**src/rtl/pwm_seq_ctrl_if.sv**
```systemverilog
// Command-memory read bus between the PWM sequencer and its block RAM.
// Read data is valid the cycle after mem_en.
interface pwm_seq_ctrl_if #(
  parameter int ADDR_W = 8
);
  logic [ADDR_W-1:0] mem_addr;
  logic              mem_en;
  logic [15:0]       mem_data;

  modport master (
    output mem_addr,
    output mem_en,
    input  mem_data
  );

  modport slave (
    input  mem_addr,
    input  mem_en,
    output mem_data
  );
endinterface

```
**src/rtl/pwm_seq_ctrl.sv**
```systemverilog
// PWM command sequencer: fetches command words, ramps speed per tick,
// holds, loops on last-flagged entries and performs controlled stops.
module pwm_seq_ctrl #(
  parameter int ADDR_W     = 8,
  parameter int STEP       = 4,
  parameter int START_ADDR = 0
) (
  input  logic        clk,
  input  logic        rst,
  input  logic        tick,
  input  logic        start,
  input  logic        stop,
  pwm_seq_ctrl_if.master mem,
  output logic [15:0] pwm_data,
  output logic        busy,
  output logic        loop_pulse,
  output logic        done
);

  localparam logic [7:0] STEP_B = 8'(STEP);
  localparam logic [ADDR_W-1:0] START_A =
    ADDR_W'(START_ADDR);
  localparam logic [ADDR_W-1:0] ONE_A =
    ADDR_W'(1);

  typedef enum logic [2:0] {
    S_IDLE,
    S_FETCH,
    S_WAIT,
    S_LATCH,
    S_RAMP,
    S_HOLD,
    S_STOP
  } state_t;

  state_t            state;
  logic [ADDR_W-1:0] addr_q;
  logic              en_q;
  logic [7:0]        speed;
  logic              dir;
  logic [7:0]        tgt_speed;
  logic              tgt_dir;
  logic              tgt_last;
  logic [5:0]        tgt_hold;
  logic [5:0]        hold_cnt;

  logic [7:0] dn_lim;
  logic [7:0] gap;
  logic [7:0] gap_lim;
  logic       at_tgt;
  logic       busy_st;

  assign dn_lim  = (speed > STEP_B) ? STEP_B : speed;
  assign gap     = (speed < tgt_speed) ?
                   tgt_speed - speed :
                   speed - tgt_speed;
  assign gap_lim = (gap > STEP_B) ? STEP_B : gap;
  assign at_tgt  = (speed == tgt_speed) &&
                   (dir == tgt_dir);
  assign busy_st = (state != S_IDLE) &&
                   (state != S_STOP);

  assign mem.mem_addr = addr_q;
  assign mem.mem_en   = en_q;
  assign pwm_data     = {dir, 7'b0, speed};

  always_ff @(posedge clk or posedge rst) begin
    if (rst) begin
      state      <= S_IDLE;
      addr_q     <= START_A;
      en_q       <= 1'b0;
      speed      <= 8'd0;
      dir        <= 1'b0;
      tgt_speed  <= 8'd0;
      tgt_dir    <= 1'b0;
      tgt_last   <= 1'b0;
      tgt_hold   <= 6'd1;
      hold_cnt   <= 6'd1;
      busy       <= 1'b0;
      loop_pulse <= 1'b0;
      done       <= 1'b0;
    end else begin
      loop_pulse <= 1'b0;
      done       <= 1'b0;
      if (stop && busy_st) begin
        // any fetch in flight is simply never latched
        state <= S_STOP;
        en_q  <= 1'b0;
      end else begin
        unique case (state)
          S_IDLE: begin
            if (start) begin
              state <= S_FETCH;
              en_q  <= 1'b1;
              busy  <= 1'b1;
            end
          end
          S_FETCH: begin
            en_q  <= 1'b0;
            state <= S_WAIT;
          end
          S_WAIT: begin
            state <= S_LATCH;
          end
          S_LATCH: begin
            tgt_dir   <= mem.mem_data[15];
            tgt_last  <= mem.mem_data[14];
            tgt_hold  <= (mem.mem_data[13:8] == 6'd0) ?
                         6'd1 : mem.mem_data[13:8];
            tgt_speed <= mem.mem_data[7:0];
            state     <= S_RAMP;
          end
          S_RAMP: begin
            if (at_tgt) begin
              hold_cnt <= tgt_hold;
              state    <= S_HOLD;
            end else if (tick) begin
              if (dir != tgt_dir) begin
                // reverse only once the motor is at rest
                if (speed != 8'd0)
                  speed <= speed - dn_lim;
                else
                  dir <= tgt_dir;
              end else if (speed < tgt_speed) begin
                speed <= speed + gap_lim;
              end else begin
                speed <= speed - gap_lim;
              end
            end
          end
          S_HOLD: begin
            if (tick) begin
              if (hold_cnt == 6'd1) begin
                if (tgt_last) begin
                  addr_q     <= START_A;
                  loop_pulse <= 1'b1;
                end else begin
                  addr_q <= addr_q + ONE_A;
                end
                en_q  <= 1'b1;
                state <= S_FETCH;
              end else begin
                hold_cnt <= hold_cnt - 6'd1;
              end
            end
          end
          S_STOP: begin
            if (speed == 8'd0) begin
              done   <= 1'b1;
              addr_q <= START_A;
              busy   <= 1'b0;
              state  <= S_IDLE;
            end else if (tick) begin
              speed <= speed - dn_lim;
            end
          end
          default: begin
            state <= S_IDLE;
            en_q  <= 1'b0;
          end
        endcase
      end
    end
  end

endmodule

```
**src/flat_wrapper.sv**
```systemverilog
// flat-port wrapper written by rule: the top's interface ports become plain ports
module pwm_seq_ctrl_flat 
#(
  parameter int ADDR_W     = 8,
  parameter int STEP       = 4,
  parameter int START_ADDR = 0
)
  (clk, rst, tick, start, stop, pwm_data, busy, loop_pulse, done, mem_mem_addr, mem_mem_en, mem_mem_data);
  pwm_seq_ctrl_if #(.ADDR_W(ADDR_W)) mem_i ();
  input  logic clk;
  input  logic rst;
  input  logic tick;
  input  logic start;
  input  logic stop;
  output logic [15:0] pwm_data;
  output logic busy;
  output logic loop_pulse;
  output logic done;
  output wire logic [$bits(mem_i.mem_addr)-1:0] mem_mem_addr;
  output wire logic [$bits(mem_i.mem_en)-1:0] mem_mem_en;
  input wire logic [$bits(mem_i.mem_data)-1:0] mem_mem_data;
  assign mem_mem_addr = mem_i.mem_addr;
  assign mem_mem_en = mem_i.mem_en;
  assign mem_i.mem_data = mem_mem_data;
  pwm_seq_ctrl #(.ADDR_W(ADDR_W), .STEP(STEP), .START_ADDR(START_ADDR)) u_core (.clk(clk), .rst(rst), .tick(tick), .start(start), .stop(stop), .mem(mem_i), .pwm_data(pwm_data), .busy(busy), .loop_pulse(loop_pulse), .done(done));
endmodule
```
**config.mk**
```make
export PLATFORM = sky130hd
export DESIGN_NAME = pwm_seq_ctrl_flat
export DESIGN_NICKNAME = d
export VERILOG_FILES = /design/src/rtl/pwm_seq_ctrl_if.sv /design/src/rtl/pwm_seq_ctrl.sv /design/src/flat_wrapper.sv
export SDC_FILE = /design/constraint.sdc
export NUM_CORES = 1
export LEC_CHECK = 0
export CORE_UTILIZATION = 50
export DETAILED_ROUTE_END_ITERATION = 10
export GPL_TIMING_DRIVEN = 1
export PLACE_DENSITY = 0.77
export SLEW_MARGIN = 20
export SYNTH_ARGS = -nofsm -noshare
export SYNTH_HDL_FRONTEND = slang
export SYNTH_SLANG_ARGS = --single-unit
```
**constraint.sdc**
```tcl
create_clock -name clk -period 4.37 [get_ports clk]
set_input_delay 1.0925 -clock clk [delete_from_list [all_inputs] [get_ports clk]]
set_output_delay 1.0925 -clock clk [all_outputs]
set_load 0.01 [all_outputs]
```
==> results_dict.tcl <==
set metrics [dict create \
    reg2reg_depth 23 \
    hold_violations 0 \
    cp_max_fo 5 \
    chipHeight_um 86.6 \
    worstSetupEndpointType "flop" \
    start_util 0.521 \
    die-area_um2 7510 \
    synth-edff-count 0 \
    hp-start "u_core.tgt_hold[0]" \
    cts_buffers 5 \
    cap_violations 0 \
    viasPerCell 5.62 \
    cts_tree "done" \
    ant_nets 0 \
    regToRegEndpoint "u_core.speed[7]" \
    synth-seq-area-share 0.322 \
    root_buffer "clkbuf_8" \
    clkTransAtPathRegs_ps 90 \
    hpwl_um 6980 \
    synth_cell_types 66 \
    synthTopCellsByCount "dfrtp_1, a21oi_1, nand2_1" \
    drc_errors 0 \
    rsz0062_at_grt "true" \
    grt_overflow 0 \
    yosys-top-cells-area "dfrtp_1, ha_1, a21oi_1, o21ai_0, nand2_1" \
    worstSkewPairLatency_ps 300 \
    grt_usage 0.263 \
    drive_above_1_share 0.261 \
    synth_top_area_frac 0.307 \
    first_global_vias 3346 \
    required_ps 4590 \
    route.vias.total 3511 \
    fmax_ghz 0.210 \
    core.rowCount 30 \
    portBuffers 41 \
    dpl_worst_slack_ps -384 \
    min_period_ps 4760 \
    fp.dieW_um 86.6 \
    worstSetupPathType "flop to flop" \
    wl_per_cell_um 15.7 \
    worstMarginPinSlew_ps 968 \
    status "complete, but fails checks" \
    finClkSkew_ps 3.30 \
    hold_depth 2 \
    syn_inst 433 \
    antenna_found_initial 0 \
    grt_max_degree 47 \
    start_kind "flop" \
    synth_top_area_cell "dfrtp_1" \
    worstHoldPathType "flop to flop" \
    cts_buffer_depth 2 \
    coreArea_um2 6870 \
    first_pass_iters 5 \
    place.gp.congestion 0.941 \
    htreeDepth 2 \
    worst_slack_ps -392 \
    drt_wl_total_um 9840 \
    violations "setup timing" \
    io_pins 49 \
    final-max-slew-violation-count 0 \
    ys_warn_count 0 \
    cts_sinks 46 \
    syn_to_final_growth_pct 36.0 \
    setup_viol 4 \
    relSlewSlack 0.354 \
    synth_seq_cells 46 \
    postCtsHoldBufs 0 \
    ys.flop_type "dfrtp_1" \
    cp.arrival_ps 4980 \
    hold_path_end "u_core.hold_cnt[0]" \
    r2r-start "u_core.speed[0]" \
    grt_pass1_wl_um 15600 \
    placedCellCount 606 \
    finalCritPeriodShare 1.09 \
    rrSetupSlack_ps -390 \
    n_antenna_cell 0 \
    syn_area_um2 3580 \
    post-synth-top-count-cell "dfrtp_1" \
    instances_no_fill 625 \
    final_net_count 581 \
    avgSynthCellArea_um2 8.27 \
    dr.first_iter.drc_count 260 \
    async_flop_share 1.00 \
]
cells in the final DEF (no fill, tap or decap), drive strengths merged, types with 4 or more instances in the layout:
master / n
dfrtp: 44
clkdlybuf4s50: 41
ha: 29
buf: 66
a21o: 5
a31oi: 5
a211oi: 4
and3: 4
nor3: 13
or3: 4
a21oi: 39
nor2b: 7
nand4: 4
o21ai: 49
nor4: 7
mux2: 8
nand2b: 10
xor2: 5
nor2: 33
nand2: 39
inv: 29
nand3: 10
o21a: 4
xnor2: 5
clkbuf: 6
conb: 8
a22oi: 4
flip-flops by register name, summed over array words and instances (netlist names):
name                 count
u_core.hold_cnt          6
u_core.tgt_dir           1
u_core.dir               1
u_core.mem.mem_en        1
u_core.tgt_speed         8
u_core.done              1
u_core.speed             8
u_core.tgt_last          1
u_core.tgt_hold          6
u_core.loop_pulse        1
u_core.mem.mem_addr      8
u_core.state             3
u_core.busy              1
cells by family (layout without fill, tap and decap cells):
family,after synthesis,in the layout,share of synthesized area
compound gates,134,134,0.226
xor+xnor,10,10,0.0244
fa+ha+maj,33,33,0.121
buf+inv,54,144,0.0671
flops,46,46,0.322
mux,9,9,0.0279
other cells,2,8,0.00210
simple gates,145,145,0.210
metrics by stage:
stage,utilization,cell area [um2],hold WS (ps),setup TNS [ps]
floorplan,-,3650,454,-411
global placement,0.649,4460,460,-295
detailed placement,0.649,4460,468,-722
CTS,0.689,4730,481,-284
global route,0.709,4870,533,-1620
finish,0.709,4870,483,-873
critical path, stage by stage, from the launching register on:
cell      delay [ps]
dfrtp_2          430
inv_2             80
ha_4             130
inv_2             30
fa_2             370
nand3_4          100
a21oi_4           90
nor2_4           160
mux2i_1          240
xor2_1           210
a21oi_1           80
nor4_2           370
nand2b_1         130
ha_2             300
a22oi_2          190
ha_1             260
nor2b_4          140
o21ai_4          150
a21boi_2         100
o21a_1           230
o41a_1           360
xnor2_2          160
a2111o_1         290
o211ai_1          90
cell type report:
cell class / instances / area [um2]
inverters: 29 / 109
clock buffers: 6 / 72.6
flip-flops and latches: 46 / 1160
repair buffers: 107 / 917
fillers: 529 / 2000
multi-input cells: 339 / 2480
well taps: 96 / 120
clock inverters: 2 / 10.0
metal layers:
layer  vias up  track usage  share of wire
li1       1712            -              -
met1      1656        0.357           0.45
met2       122        0.429           0.48
met3        21       0.0410          0.049
met4         0       0.0848          0.017
met5         -            0              0
repair_timing:
action                     in CTS  in global routing
pin swaps                      28                 24
resized for setup              26                 24
setup buffers                   7                  6
setup endpoints to repair       4                  4
how the worst max path moves through the flow:
| stage | slack [ps] | cells past startpoint | start | to |
|---|---|---|---|---|
| floorplan | -270 | 22 | u_core.speed[5] | u_core.speed[7] |
| global placement | -200 | 23 | u_core.speed[0] | u_core.speed[7] |
| detailed placement | -380 | 23 | u_core.speed[0] | u_core.speed[7] |
| CTS | -190 | 20 | u_core.speed[5] | u_core.speed[7] |
| global route | -560 | 20 | u_core.speed[6] | u_core.speed[7] |
| finish | -390 | 23 | u_core.speed[0] | u_core.speed[7] |
Power is left out: the tool's default activity adds up to more than one toggle a clock period on the data nets, which glitch-free logic cannot reach.
